File: config.mk
export PLATFORM = sky130hd
export DESIGN_NAME = imm_encoder
export DESIGN_NICKNAME = d
export VERILOG_FILES = /design/src/rtl/imm_encoder.sv
export SDC_FILE = /design/constraint.sdc
export NUM_CORES = 1
export LEC_CHECK = 0
export CORE_UTILIZATION = 40
export CTS_CLUSTER_SIZE = 16
export DETAILED_ROUTE_END_ITERATION = 16
export GPL_ROUTABILITY_DRIVEN = 0
export PLACE_DENSITY = 0.85
export SKIP_CTS_REPAIR_TIMING = 1
export SLEW_MARGIN = 20
export SYNTH_ARGS = -nofsm -noshare
export SYNTH_HDL_FRONTEND = slang
export SYNTH_SLANG_ARGS = --single-unit
File: constraint.sdc
create_clock -name i_clk -period 3.4 [get_ports i_clk]
set_input_delay 0.68 -clock i_clk [delete_from_list [all_inputs] [get_ports i_clk]]
set_output_delay 0.68 -clock i_clk [all_outputs]
set_load 0.005 [all_outputs]
File: src/rtl/imm_encoder.sv
// imm_encoder: scatters an immediate into RV32 instruction fields and flags unrepresentable values.
// Define IMM_ENC_LI_EN to compile in the load-immediate (LUI/ADDI) expansion and its LUI state.
module imm_encoder (
  input  logic        i_clk,
  input  logic        i_rst,
  input  logic        i_in_valid,
  output logic        o_in_ready,
  input  logic [2:0]  i_ImmSel,
  input  logic [31:0] i_Imm,
  input  logic [31:0] i_Base,
  input  logic        i_li,
  output logic        o_out_valid,
  input  logic        i_out_ready,
  output logic [31:0] o_Instr,
  output logic        o_Last,
  output logic        o_RangeErr
);

  localparam logic [6:0] OP_IMM = 7'b0010011;
  localparam logic [6:0] OP_LUI = 7'b0110111;

`ifdef IMM_ENC_LI_EN
  typedef enum logic [1:0] {S_IDLE, S_BEAT, S_LUI} state_e;
`else
  typedef enum logic {S_IDLE, S_BEAT} state_e;
`endif

  state_e      state_q, state_d;
  logic [31:0] instr_q, instr_d;
  logic        last_q, last_d;
  logic        err_q, err_d;

  logic        accept;
  logic        out_hs;
  logic        fits_s12, fits_s13, fits_s21;
  logic [31:0] pack_word;
  logic        pack_err;

`ifdef IMM_ENC_LI_EN
  logic [11:0] lo_q, lo_d;
  logic [4:0]  rd_q, rd_d;
  logic [4:0]  li_rd;
  logic [19:0] li_hi;
  logic [31:0] li_first;
  logic        li_two;
  logic [31:0] li_addi;
`else
  logic        unused_li;
  assign unused_li = i_li;
`endif

  assign o_out_valid = (state_q != S_IDLE);
  assign o_Instr     = instr_q;
  assign o_Last      = last_q;
  assign o_RangeErr  = err_q;

  assign o_in_ready = !i_rst & ((state_q == S_IDLE) | ((state_q == S_BEAT) & i_out_ready));
  assign accept     = i_in_valid & o_in_ready;
  assign out_hs     = o_out_valid & i_out_ready;

  assign fits_s12 = (&i_Imm[31:11]) | ~(|i_Imm[31:11]);
  assign fits_s13 = (&i_Imm[31:12]) | ~(|i_Imm[31:12]);
  assign fits_s21 = (&i_Imm[31:20]) | ~(|i_Imm[31:20]);

  always_comb begin
    pack_word = i_Base;
    pack_err  = 1'b0;
    case (i_ImmSel)
      3'b000: begin
        pack_word[31:20] = i_Imm[11:0];
        pack_err         = !fits_s12;
      end
      3'b001: begin
        pack_word[31:20] = i_Imm[11:0];
        pack_err         = |i_Imm[31:12];
      end
      3'b010: begin
        pack_word[31:25] = i_Imm[11:5];
        pack_word[11:7]  = i_Imm[4:0];
        pack_err         = !fits_s12;
      end
      3'b011: begin
        pack_word[31]    = i_Imm[12];
        pack_word[30:25] = i_Imm[10:5];
        pack_word[11:8]  = i_Imm[4:1];
        pack_word[7]     = i_Imm[11];
        pack_err         = i_Imm[0] | !fits_s13;
      end
      3'b100: begin
        pack_word[31:12] = i_Imm[31:12];
        pack_err         = |i_Imm[11:0];
      end
      3'b101: begin
        pack_word[31]    = i_Imm[20];
        pack_word[30:21] = i_Imm[10:1];
        pack_word[20]    = i_Imm[11];
        pack_word[19:12] = i_Imm[19:12];
        pack_err         = i_Imm[0] | !fits_s21;
      end
      default: ;
    endcase
  end

`ifdef IMM_ENC_LI_EN
  // (imm + 0x800) >> 12 only carries into bit 12 when imm[11] is set.
  assign li_rd   = i_Base[11:7];
  assign li_hi   = i_Imm[31:12] + {19'd0, i_Imm[11]};
  assign li_addi = {lo_q, rd_q, 3'b000, rd_q, OP_IMM};

  always_comb begin
    li_first = {i_Imm[11:0], 5'd0, 3'b000, li_rd, OP_IMM};
    li_two   = 1'b0;
    if (!fits_s12) begin
      li_first = {li_hi, li_rd, OP_LUI};
      li_two   = |i_Imm[11:0];
    end
  end
`endif

  always_comb begin
    state_d = state_q;
    instr_d = instr_q;
    last_d  = last_q;
    err_d   = err_q;
`ifdef IMM_ENC_LI_EN
    lo_d    = lo_q;
    rd_d    = rd_q;
`endif
    case (state_q)
      S_BEAT: if (out_hs) state_d = S_IDLE;
`ifdef IMM_ENC_LI_EN
      S_LUI: begin
        if (out_hs) begin
          state_d = S_BEAT;
          instr_d = li_addi;
          last_d  = 1'b1;
          err_d   = 1'b0;
        end
      end
`endif
      default: ;
    endcase

    // Accept is only possible from IDLE or a completing BEAT, so it overrides the above.
    if (accept) begin
      state_d = S_BEAT;
      instr_d = pack_word;
      last_d  = 1'b1;
      err_d   = pack_err;
`ifdef IMM_ENC_LI_EN
      if (i_li) begin
        instr_d = li_first;
        err_d   = 1'b0;
        lo_d    = i_Imm[11:0];
        rd_d    = li_rd;
        if (li_two) begin
          state_d = S_LUI;
          last_d  = 1'b0;
        end
      end
`endif
    end
  end

  always_ff @(posedge i_clk) begin
    if (i_rst) begin
      state_q <= S_IDLE;
      instr_q <= '0;
      last_q  <= 1'b0;
      err_q   <= 1'b0;
`ifdef IMM_ENC_LI_EN
      lo_q    <= '0;
      rd_q    <= '0;
`endif
    end else begin
      state_q <= state_d;
      instr_q <= instr_d;
      last_q  <= last_d;
      err_q   <= err_d;
`ifdef IMM_ENC_LI_EN
      lo_q    <= lo_d;
      rd_q    <= rd_d;
`endif
    end
  end

endmodule

==> results.md, run 1 <==
- Top cell type by total area after synthesis: dfxtp_1
- Final WS setup: between 0.8 and 0.9 ns
- Worst Setup End Kind: output port
- Die Wd: a little under 70 microns
- CTS Sinks: 35
- Clk_lat worst skew: 0.29 ns
- Synth warn: 0
- Max-slew violations: 0
- Total Die Area: about 4800 sq um
- Synthesized area: approximately 1800 sq um
- WP data arrival: approximately 1.9 ns
- Yosys top cell area share: 0.390
- Setup violations, final: 0
- DP Wirelength: 4.33 mm
- Final Non-Filler Cells: around 370
- GRT Resource Usage Total: 0.242
- Final min period: 2.56 ns
- Syn nets: 294
- Worst Hold Class: register to register
- Pleak: approximately 0.0012 uW
- Max-capacitance violation count: 0
- DRT Pass-1 Iters: 5
- Via/cell ratio: roughly 5.5
- CP Launch Type: primary input
- Yosys cell types: 33
- Worst path max stage delay: approximately 0.54 ns
- Final hold slack: 0.455 ns
- Crit path max-delay cell type: clkdlybuf4s50_1
- # IOs: 108
- Final TNS setup: 0 ns
- Grt total ovfl: 0
- Fin crit share: 0.752
- Place WS: ~0.84 ns
- Cell chain of the critical path: clkdlybuf4s50_1 -> nor2_1 -> clkdlybuf4s50_1
- Commonest cells after routing, fill and taps aside: clkdlybuf4s50_1 (106), dfxtp_1 (35), nand3_1 (31), mux2i_1 (19), nand2_1 (19)
- Async set-reset flop share out of synthesis: 0
- Leading cell type in the layout, fill and taps excluded: clkdlybuf4s50_1
- Crit path top cell by count: clkdlybuf4s50_1
- Ant diodes: 0
- Seq/Total Area, Yosys: 0.390
- Worst Tran Pin Value: 0.629 ns
- P per Cell Area: 354 nW/um^2
- Prevailing post-synth register cell: dfxtp_1
- Ranking of synthesized cells by area: dfxtp_1 (39%), mux2i_1 (11%), nand3_1 (8.9%), nand2_1 (4.0%), o21ai_0 (3.6%)
- CTS H-tree depth: 2
- Vias: between 2k and 2.5k
- First-pass GRT wire length: roughly 8.3 mm
- Final WL: about 5.7 mm
- Number of synthesized flops with an enable pin: 0
- Fin. Hold Viols: 0
- Core area: roughly 4100 sq um
- Setup CP Type: primary input to output port
- Maximum fanout along the worst path: 6
- Largest net degree at the start of global routing: 33
- DRC: 0
- Relative slew slack: 0.579
- RSZ-0062 raised after global routing: no
- CTS tree: built
- Vias in the first global route: roughly 1.8k
- FILL cells: ~330
- Max IR drop VDD: ~0.19 mV
- Placed cell count: ~370
- Syn_area_per_cell: slightly above 8 sq um
- Layout Skew: 0.00187 ns
- Initial antenna violation count: 0
- CP required: roughly 2.7 ns
- # rows: 23
- Status: finished, final reports clean
- Clock root buffer master: clkbuf_8
- Final net count: between 300 and 400
- DR WL/cell: 15.2 microns
- Share of cells above drive strength 1: 0.0466
- Final ANT Viol Nets: 0
- Maximum clock frequency: approximately 0.4 GHz
- Clock transition at the registers of the reported paths: roughly 0.07 ns
- Layout area overhead: 64.1%
- Port bufs: ~110
- Initial Utilization: 0.433
- Clk buf depth: 2
- Die Span Y: approximately 70 microns
- Synthesized flop and latch total: 35
- CTS buffer count: 5
- Initial DRC Count: between 100 and 150
- Syn Inst Count: between 200 and 250
[metrics by stage]
step / area [sq um] / util / total power (uW)
floorplan: 1800 / - / 568
global placement: 2860 / 0.690 / 736
detailed placement: 2860 / 0.690 / 741
CTS: 2950 / 0.711 / 1050
global route: 2950 / 0.711 / 1090
finish: 2950 / 0.711 / 1040
[routing by layer]
layer  GRT usage  wire, microns  vias to the layer above
met5           0              0                        -
met4       0.143            182                        0
met3      0.0526            384                       18
met2       0.407           2750                       87
met1       0.279           2340                      922
li1            -              -                     1018
[final timing paths]
path | startpoint | to | slack (ns) | cells past startpoint
hold reg to reg | o_Instr[4]$_SDFFE_PP0P_ | o_Instr[4]$_SDFFE_PP0P_ | 0.45 | 2
setup / recovery | i_rst | o_in_ready | 0.84 | 3
setup reg to reg | o_out_valid$_SDFF_PP0_ | o_Instr[31]$_SDFFE_PP0P_ | 1.98 | 4
hold / removal | o_Instr[4]$_SDFFE_PP0P_ | o_Instr[4]$_SDFFE_PP0P_ | 0.45 | 2
[registers in the layout, indices dropped and copies added, names as in the netlist]
register	flops
o_Instr	32
o_Last	1
o_RangeErr	1
o_out_valid	1
[where the power goes]
group	switching [uW]	total, uW	internal, uW
logic	106	275	169
registers	15.9	458	443
clock network	151	310	159
[Yosys cell counts (2+ instances only)]
cell type and instances:
a211oi_1 2, nand2_1 19, buf_6 2, nand2b_1 4, o21ai_0 13, nand3_1 32, buf_4 3, a311oi_1 2
a21oi_1 9, a22oi_1 6, o21ai_1 12, buf_2 7, nor2_1 14, nand4_1 5, dfxtp_1 35, nor3_1 5
clkbuf_1 5, a22o_1 6, mux2i_1 19, and3_1 2, nor4_1 8
[layout make-up]
type | count | area (sq um) | area share
clock buffer | 6 | 82.6 | 0.0280
clock inverter | 1 | 5.00 | 0.00170
inverter | 2 | 7.51 | 0.00255
multi-input combinational | 167 | 990 | 0.336
sequential | 35 | 701 | 0.238
tap | 50 | 62.6 | 0.0212
timing repair buffer | 111 | 1100 | 0.373
[cell families after synthesis]
group | count (synthesis) | synth area share
DFF | 35 | 0.390
buffers and inverters | 20 | 0.0613
and+or+nand+nor | 92 | 0.249
AOI/OAI and AO/OA | 56 | 0.193
muxes | 19 | 0.106
[worst max-delay path, delay by kind of cell]
kind                   cells  cell delay, ns
and+or+nand+nor            1            0.15
buffers and inverters      2            1.04
Note: power is estimated with default switching activity, not from simulation.
==> inputs of run 2 (changes only) <==
--- a/config.mk
+++ b/config.mk
@@ -5,11 +5,11 @@
 export SDC_FILE = /design/constraint.sdc
 export NUM_CORES = 1
 export LEC_CHECK = 0
-export CORE_UTILIZATION = 40
+export CORE_UTILIZATION = 37
 export CTS_CLUSTER_SIZE = 16
 export DETAILED_ROUTE_END_ITERATION = 16
 export GPL_ROUTABILITY_DRIVEN = 0
-export PLACE_DENSITY = 0.85
+export PLACE_DENSITY = 0.8
 export SKIP_CTS_REPAIR_TIMING = 1
 export SLEW_MARGIN = 20
 export SYNTH_ARGS = -nofsm -noshare
==> constraint.sdc (replaced) <==
create_clock -name i_clk -period 2.45 [get_ports i_clk]
set_input_delay 0.49 -clock i_clk [delete_from_list [all_inputs] [get_ports i_clk]]
set_output_delay 0.49 -clock i_clk [all_outputs]
set_load 0.005 [all_outputs]
==> run 2 against run 1 <==
  * Via count decreased by 0.93%
  * Largest cell class unchanged
  * Count of clock-buffer cells in the layout is 1 lower
  * Sequential power up 39%
  * Critical path type unchanged
  * Highest routed layer unchanged
  * Largest power group unchanged
==> results.md, run 2 (same netlist as run 1, synthesis figures left out) <==
- Grt total ovfl: 0 (unchanged)
- CP top delay family: buffers and inverters
- Hold path depth: 2 (unchanged)
- P per Cell Area: 516 nW/um^2 (+46%)
- Worst Setup End Kind: output port
- Core area: 4500 sq um (+8.7%)
- Clock root buffer master: clkbuf_8
- Setup violations, final: 0 (unchanged)
- Worst reg2reg setup slack: 1.20 ns (-0.78 ns)
- Max-slew violations: 0 (unchanged)
- Crit path top cell by count: clkdlybuf4s50_1
- RR Startpoint: o_out_valid$_SDFF_PP0_
- R2R cell count: 4 (unchanged)
- Relative slew slack: 0.715 (+0.136)
- DRT Pass-1 Iters: 4 (-1)
- Initial antenna violation count: 0 (unchanged)
- DP Wirelength: 4.29 mm (-0.96%)
- Initial DRC Count: 117 (+4.5%)
- Initial Utilization: 0.399 (-0.0347)
- RSZ-0062 raised after global routing: no
- Layout area overhead: 66.9%
- Layout Skew: 0.00643 ns (+0.00456 ns)
- Worst Hold Class: register to register
- DRC: 0 (unchanged)
- Final WL: 5.66 mm (+0.14%)
- Maximum clock frequency: ~0.48 GHz
- Crit path buf inv count: 2 (unchanged)
- Multi-input gate area: 990 sq um (unchanged)
- Total Die Area: 5140 sq um (+7.9%)
- Clk_lat worst skew: 0.29 ns (about the same)
- # IOs: 108 (unchanged)
- Share of cells above drive strength 1: 0.0583 (+0.0117)
- # rows: 24 (+4.3%)
- GRT Resource Usage Total: 0.221 (-0.0206)
- Final ANT Viol Nets: 0 (unchanged)
- Vias: 2026 (-0.93%)
- CTS H-tree depth: 2 (unchanged)
- Max reg flops: 32 (unchanged)
- Pleak: 0.00119 uW (+2.2%)
- Port bufs: 106 (unchanged)
- CTS Sinks: 35 (unchanged)
- Commonest cells after routing, fill and taps aside: clkdlybuf4s50_1 (106), dfxtp_1 (35), nand3_1 (31), mux2i_1 (19), nand2_1 (19)
- CTS buffer count: 5 (unchanged)
- Crit path max-delay cell type: clkdlybuf4s50_1
- Clk buf depth: 2 (unchanged)
- Worst Tran Pin Value: 0.424 ns (-0.205 ns)
- Die Span Y: 71.7 microns (+3.9%)
- Max IR drop VDD: 0.329 mV (+74%)
- First-pass GRT wire length: 8.90 mm (+6.8%)
- Final min period: roughly 2.1 ns
- Largest net degree at the start of global routing: 31 (-6.1%)
- Hold path endpoint: o_Instr[4]$_SDFFE_PP0P_
- Setup CP Type: primary input to output port
- Hold Crit Start: o_Instr[4]$_SDFFE_PP0P_
- Maximum fanout along the worst path: 2 (-4)
- FILL cells: 394 (+18%)
- CP required: 1.96 ns (-0.76 ns)
- Worst path max stage delay: 0.51 ns (-0.03 ns)
- Status: finished, final reports clean
- CTS tree: built
- Area occupied by registers: 701 sq um (unchanged)
- Die Wd: 71.7 microns (+3.9%)
- Final net count: 397 (+0.76%)
- Max-capacitance violation count: 0 (unchanged)
- Reg2reg end: o_Instr[31]$_SDFFE_PP0P_
- Ant diodes: 0 (unchanged)
- Placed cell count: 370 (+1.4%)
- WP data arrival: 1.61 ns (-0.27 ns)
- Fin crit share: 0.856
- Via/cell ratio: 5.36 (-2.5%)
- CP Launch Type: primary input
- Final Non-Filler Cells: 378 (+1.6%)
- Fin. Hold Viols: 0 (unchanged)
- Leading cell type in the layout, fill and taps excluded: clkdlybuf4s50_1
- DR WL/cell: 15.0 microns (-1.4%)
- Vias in the first global route: 1898 (+2.7%)
- Clock transition at the registers of the reported paths: 0.08 ns (about the same)
- Final TNS setup: 0 ns (unchanged)
- Cell chain of the critical path: clkdlybuf4s50_1 -> nor2b_1 -> nor2_1 -> clkdlybuf4s50_1
==> run 2: cell type report <==
type                    instances  share of cell area
clock inverters                 3              0.0146
inverters                       2             0.00251
flip-flops and latches         35               0.234
multi-input cells             167               0.330
clock buffers                   5              0.0230
repair buffers                114               0.374
well taps                      52              0.0217
==> run 2: stage by stage <==
stage               total power, uW  utilization  cell area (sq um)  hold WS, ns  worst slack, ns
floorplan                       788            -               1800        0.450             1.05
global placement               1030        0.640               2880        0.441            0.324
detailed placement             1030        0.640               2880        0.445            0.295
CTS                            1560        0.665               3000        0.458            0.337
global route                   1620        0.665               3000        0.474            0.267
finish                         1550        0.665               3000        0.454            0.353
==> run 2: worst max path at each step <==
stage	start	to	slack, ns	depth (start not counted)
CTS	i_out_ready	o_in_ready	0.34	4
floorplan	i_ImmSel[0]	o_Instr[31]$_SDFFE_PP0P_	1.05	6
finish	i_out_ready	o_in_ready	0.35	4
global route	i_out_ready	o_in_ready	0.27	4
detailed placement	i_ImmSel[2]	o_RangeErr$_SDFFE_PP0P_	0.29	5
global placement	i_ImmSel[2]	o_RangeErr$_SDFFE_PP0P_	0.32	5
==> run 2: metal layers <==
| metal | part of all wire | global-route usage | wire (microns) | vias to the layer above |
|---|---|---|---|---|
| li1 | - | - | - | 1024 |
| met4 | 0.014 | 0.0784 | 82 | 0 |
| met2 | 0.50 | 0.383 | 2830 | 73 |
| met5 | 0 | 0 | 0 | - |
| met1 | 0.43 | 0.273 | 2430 | 921 |
| met3 | 0.055 | 0.0450 | 312 | 8 |
==> run 2: power by group <==
group	switching, uW	internal, uW
logic	148	238
clock network	222	303
registers	21.8	614
total	391	1150
==> run 2: worst register-to-register path: stages, from the launching register on <==
cell and delay, ns:
dfxtp_1 0.32, nand2b_1 0.10, nand3_2 0.20, or3_1 0.45, a21oi_2 0.12
==> inputs of run 3 (changes only) <==
--- a/config.mk
+++ b/config.mk
@@ -5,11 +5,13 @@
 export SDC_FILE = /design/constraint.sdc
 export NUM_CORES = 1
 export LEC_CHECK = 0
-export CORE_UTILIZATION = 37
+export CELL_PAD_IN_SITES_DETAIL_PLACEMENT = 0
+export CELL_PAD_IN_SITES_GLOBAL_PLACEMENT = 1
+export CORE_UTILIZATION = 25
 export CTS_CLUSTER_SIZE = 16
 export DETAILED_ROUTE_END_ITERATION = 16
 export GPL_ROUTABILITY_DRIVEN = 0
-export PLACE_DENSITY = 0.8
+export PLACE_DENSITY_LB_ADDON = 0.1
 export SKIP_CTS_REPAIR_TIMING = 1
 export SLEW_MARGIN = 20
 export SYNTH_ARGS = -nofsm -noshare
==> run 3 against run 2 <==
  * First-iteration DRC count is 44% lower
  * Die area increased by 47%
  * Power rose by 1.8%
  * Sequential share of layout area fell by 0.55 points
  * Clock skew shrank 0.00051 ns
  * Sequential power about the same
  * Flip-flop and latch count stayed put
  * Combinational power barely moved
  * Largest cell class unchanged
==> results.md, run 3 (same netlist as run 1, synthesis figures left out) <==
- Worst Tran Pin Value: 0.438 ns (+0.0141 ns)
- Worst path max stage delay: 0.50 ns (about the same)
- Ant diodes: 0 (unchanged)
- Initial Utilization: 0.261 (-0.137)
- Layout area overhead: 70.9%
- Fin. Hold Viols: 0 (unchanged)
- Final WL: 5.97 mm (+5.5%)
- Commonest cells after routing, fill and taps aside: clkdlybuf4s50_1 (106), dfxtp_1 (35), nand3_1 (31), mux2i_1 (19), nand2_1 (19)
- Maximum fanout along the worst path: 2 (unchanged)
- Setup CP Type: primary input to output port
- Worst Setup End Kind: output port
- Status: finished, final reports clean
- First-pass GRT wire length: 9.54 mm (+7.2%)
- Max IR drop VDD: 0.325 mV (-1.3%)
- Clock transition at the registers of the reported paths: 0.07 ns (about the same)
- Pwr Total: 1570 uW (+1.8%)
- CTS buffer count: 5 (unchanged)
- Crit path top cell by count: clkdlybuf4s50_1
- RSZ-0062 raised after global routing: no
- CTS tree: built
- FILL cells: 726 (+84%)
- Clock root buffer master: clkbuf_8
- Final net count: 397 (unchanged)
- Total Die Area: 7520 sq um (+47%)
- Fin crit share: 0.850 (-0.00642)
- Core area: 6870 sq um (+53%)
- P per Cell Area: 513 nW/um^2 (-0.59%)
- Initial antenna violation count: 0 (unchanged)
- GRT Resource Usage Total: 0.166 (-0.0550)
- CTS H-tree depth: 2 (unchanged)
- CP Launch Type: primary input
- Cell chain of the critical path: clkdlybuf4s50_1 -> nor2b_1 -> nor2_1 -> clkdlybuf4s50_1
- Clk buf depth: 2 (unchanged)
- Worst Hold Class: register to register
- Most Used Layer, Global Route: met2
- Setup violations, final: 0 (unchanged)
- Die Span Y: 86.7 microns (+21%)
- Layout Skew: 0.00592 ns (-0.000508 ns)
- Area occupied by registers: 701 sq um (unchanged)
- Maximum clock frequency: 0.480 GHz (+0.76%)
- Final ANT Viol Nets: 0 (unchanged)
- Max-capacitance violation count: 0 (unchanged)
- Grt total ovfl: 0 (unchanged)
- CP required: 1.96 ns (about the same)
- WP data arrival: 1.59 ns (-0.02 ns)
- Vias in the first global route: 1962 (+3.4%)
- # rows: 30 (+25%)
- Pleak: 0.00120 uW (+0.77%)
- Clk_lat worst skew: 0.29 ns (about the same)
- Initial DRC Count: 66 (-44%)
- Max reg flops: 32 (unchanged)
- Leading cell type in the layout, fill and taps excluded: clkdlybuf4s50_1
- Met1 Use GR: 0.224 (-0.0489)
- Vias: 1987 (-1.9%)
- Die Wd: 86.7 microns (+21%)
- # IOs: 108 (unchanged)
- DRT Pass-1 Iters: 4 (unchanged)
- GR Util met2: 0.251 (-0.132)
- CTS Sinks: 35 (unchanged)
- DRC: 0 (unchanged)
- Largest net degree at the start of global routing: 55 (+77%)
- Final TNS setup: 0 ns (unchanged)
- Via/cell ratio: 4.71 (-12%)
- Multi-input gate area: 990 sq um (unchanged)
- DP Wirelength: 4.69 mm (+9.3%)
- Relative slew slack: 0.705 (-0.00947)
- Max-slew violations: 0 (unchanged)
- Crit path max-delay cell type: clkdlybuf4s50_1
- DR WL/cell: 14.1 microns (-5.5%)
- Grt met3 use: 0.0505 (+0.00547)
- Final min period: 2.08 ns (-0.0157 ns)
- Share of cells above drive strength 1: 0.0583 (unchanged)
- Port bufs: 106 (unchanged)
-- run 3: cell types whose count changed in the layout (fill, tap and decap cells not counted), sizes merged --
cell and delta:
clkbuf +1, clkinv -1
-- run 3: cell type report --
type | instances | share of cell area
well taps | 96 | 0.0391
flip-flops and latches | 35 | 0.228
clock inverters | 2 | 0.0114
clock buffers | 6 | 0.0269
repair buffers | 114 | 0.369
multi-input cells | 167 | 0.322
inverters | 2 | 0.00245
-- run 3: metal layers --
layer	up-vias	wire length [microns]
met5	-	0
met4	0	118
met3	12	488
met2	76	2510
met1	872	2850
li1	1027	-
-- run 3: through the flow --
| step | utilization | instances | setup WS [ns] | hold slack (ns) | cell area [sq um] |
|---|---|---|---|---|---|
| floorplan | - | 222 | 1.05 | 0.450 | 1800 |
| global placement | 0.430 | 414 | 0.280 | 0.434 | 2950 |
| detailed placement | 0.430 | 414 | 0.280 | 0.445 | 2950 |
| CTS | 0.447 | 422 | 0.361 | 0.461 | 3070 |
| global route | 0.447 | 422 | 0.304 | 0.479 | 3070 |
| finish | 0.447 | 422 | 0.369 | 0.456 | 3070 |
-- run 3: critical path: cells and delay by family --
kind | cells | cell delay, ns
buf+inv | 2 | 0.97
simple gates | 2 | 0.13
-- run 3: worst paths after layout --
| check | startpoint | slack, ns | endpoint | cells past startpoint |
|---|---|---|---|---|
| worst max register to register | o_out_valid$_SDFF_PP0_ | 1.25 | o_Instr[31]$_SDFFE_PP0P_ | 4 |
| worst max-delay path | i_out_ready | 0.37 | o_in_ready | 4 |
| worst min register to register | o_Instr[4]$_SDFFE_PP0P_ | 0.46 | o_Instr[4]$_SDFFE_PP0P_ | 2 |
| worst min-delay path | o_Instr[4]$_SDFFE_PP0P_ | 0.46 | o_Instr[4]$_SDFFE_PP0P_ | 2 |
-- run 3: report_power, final --
group	internal [uW]	switching, uW	leakage, uW	total [uW]
sequential	614	21.5	0.000289	635
combinational	240	148	0.000845	388
clock	330	221	0.0000612	550
total	1180	391	0.00120	1570
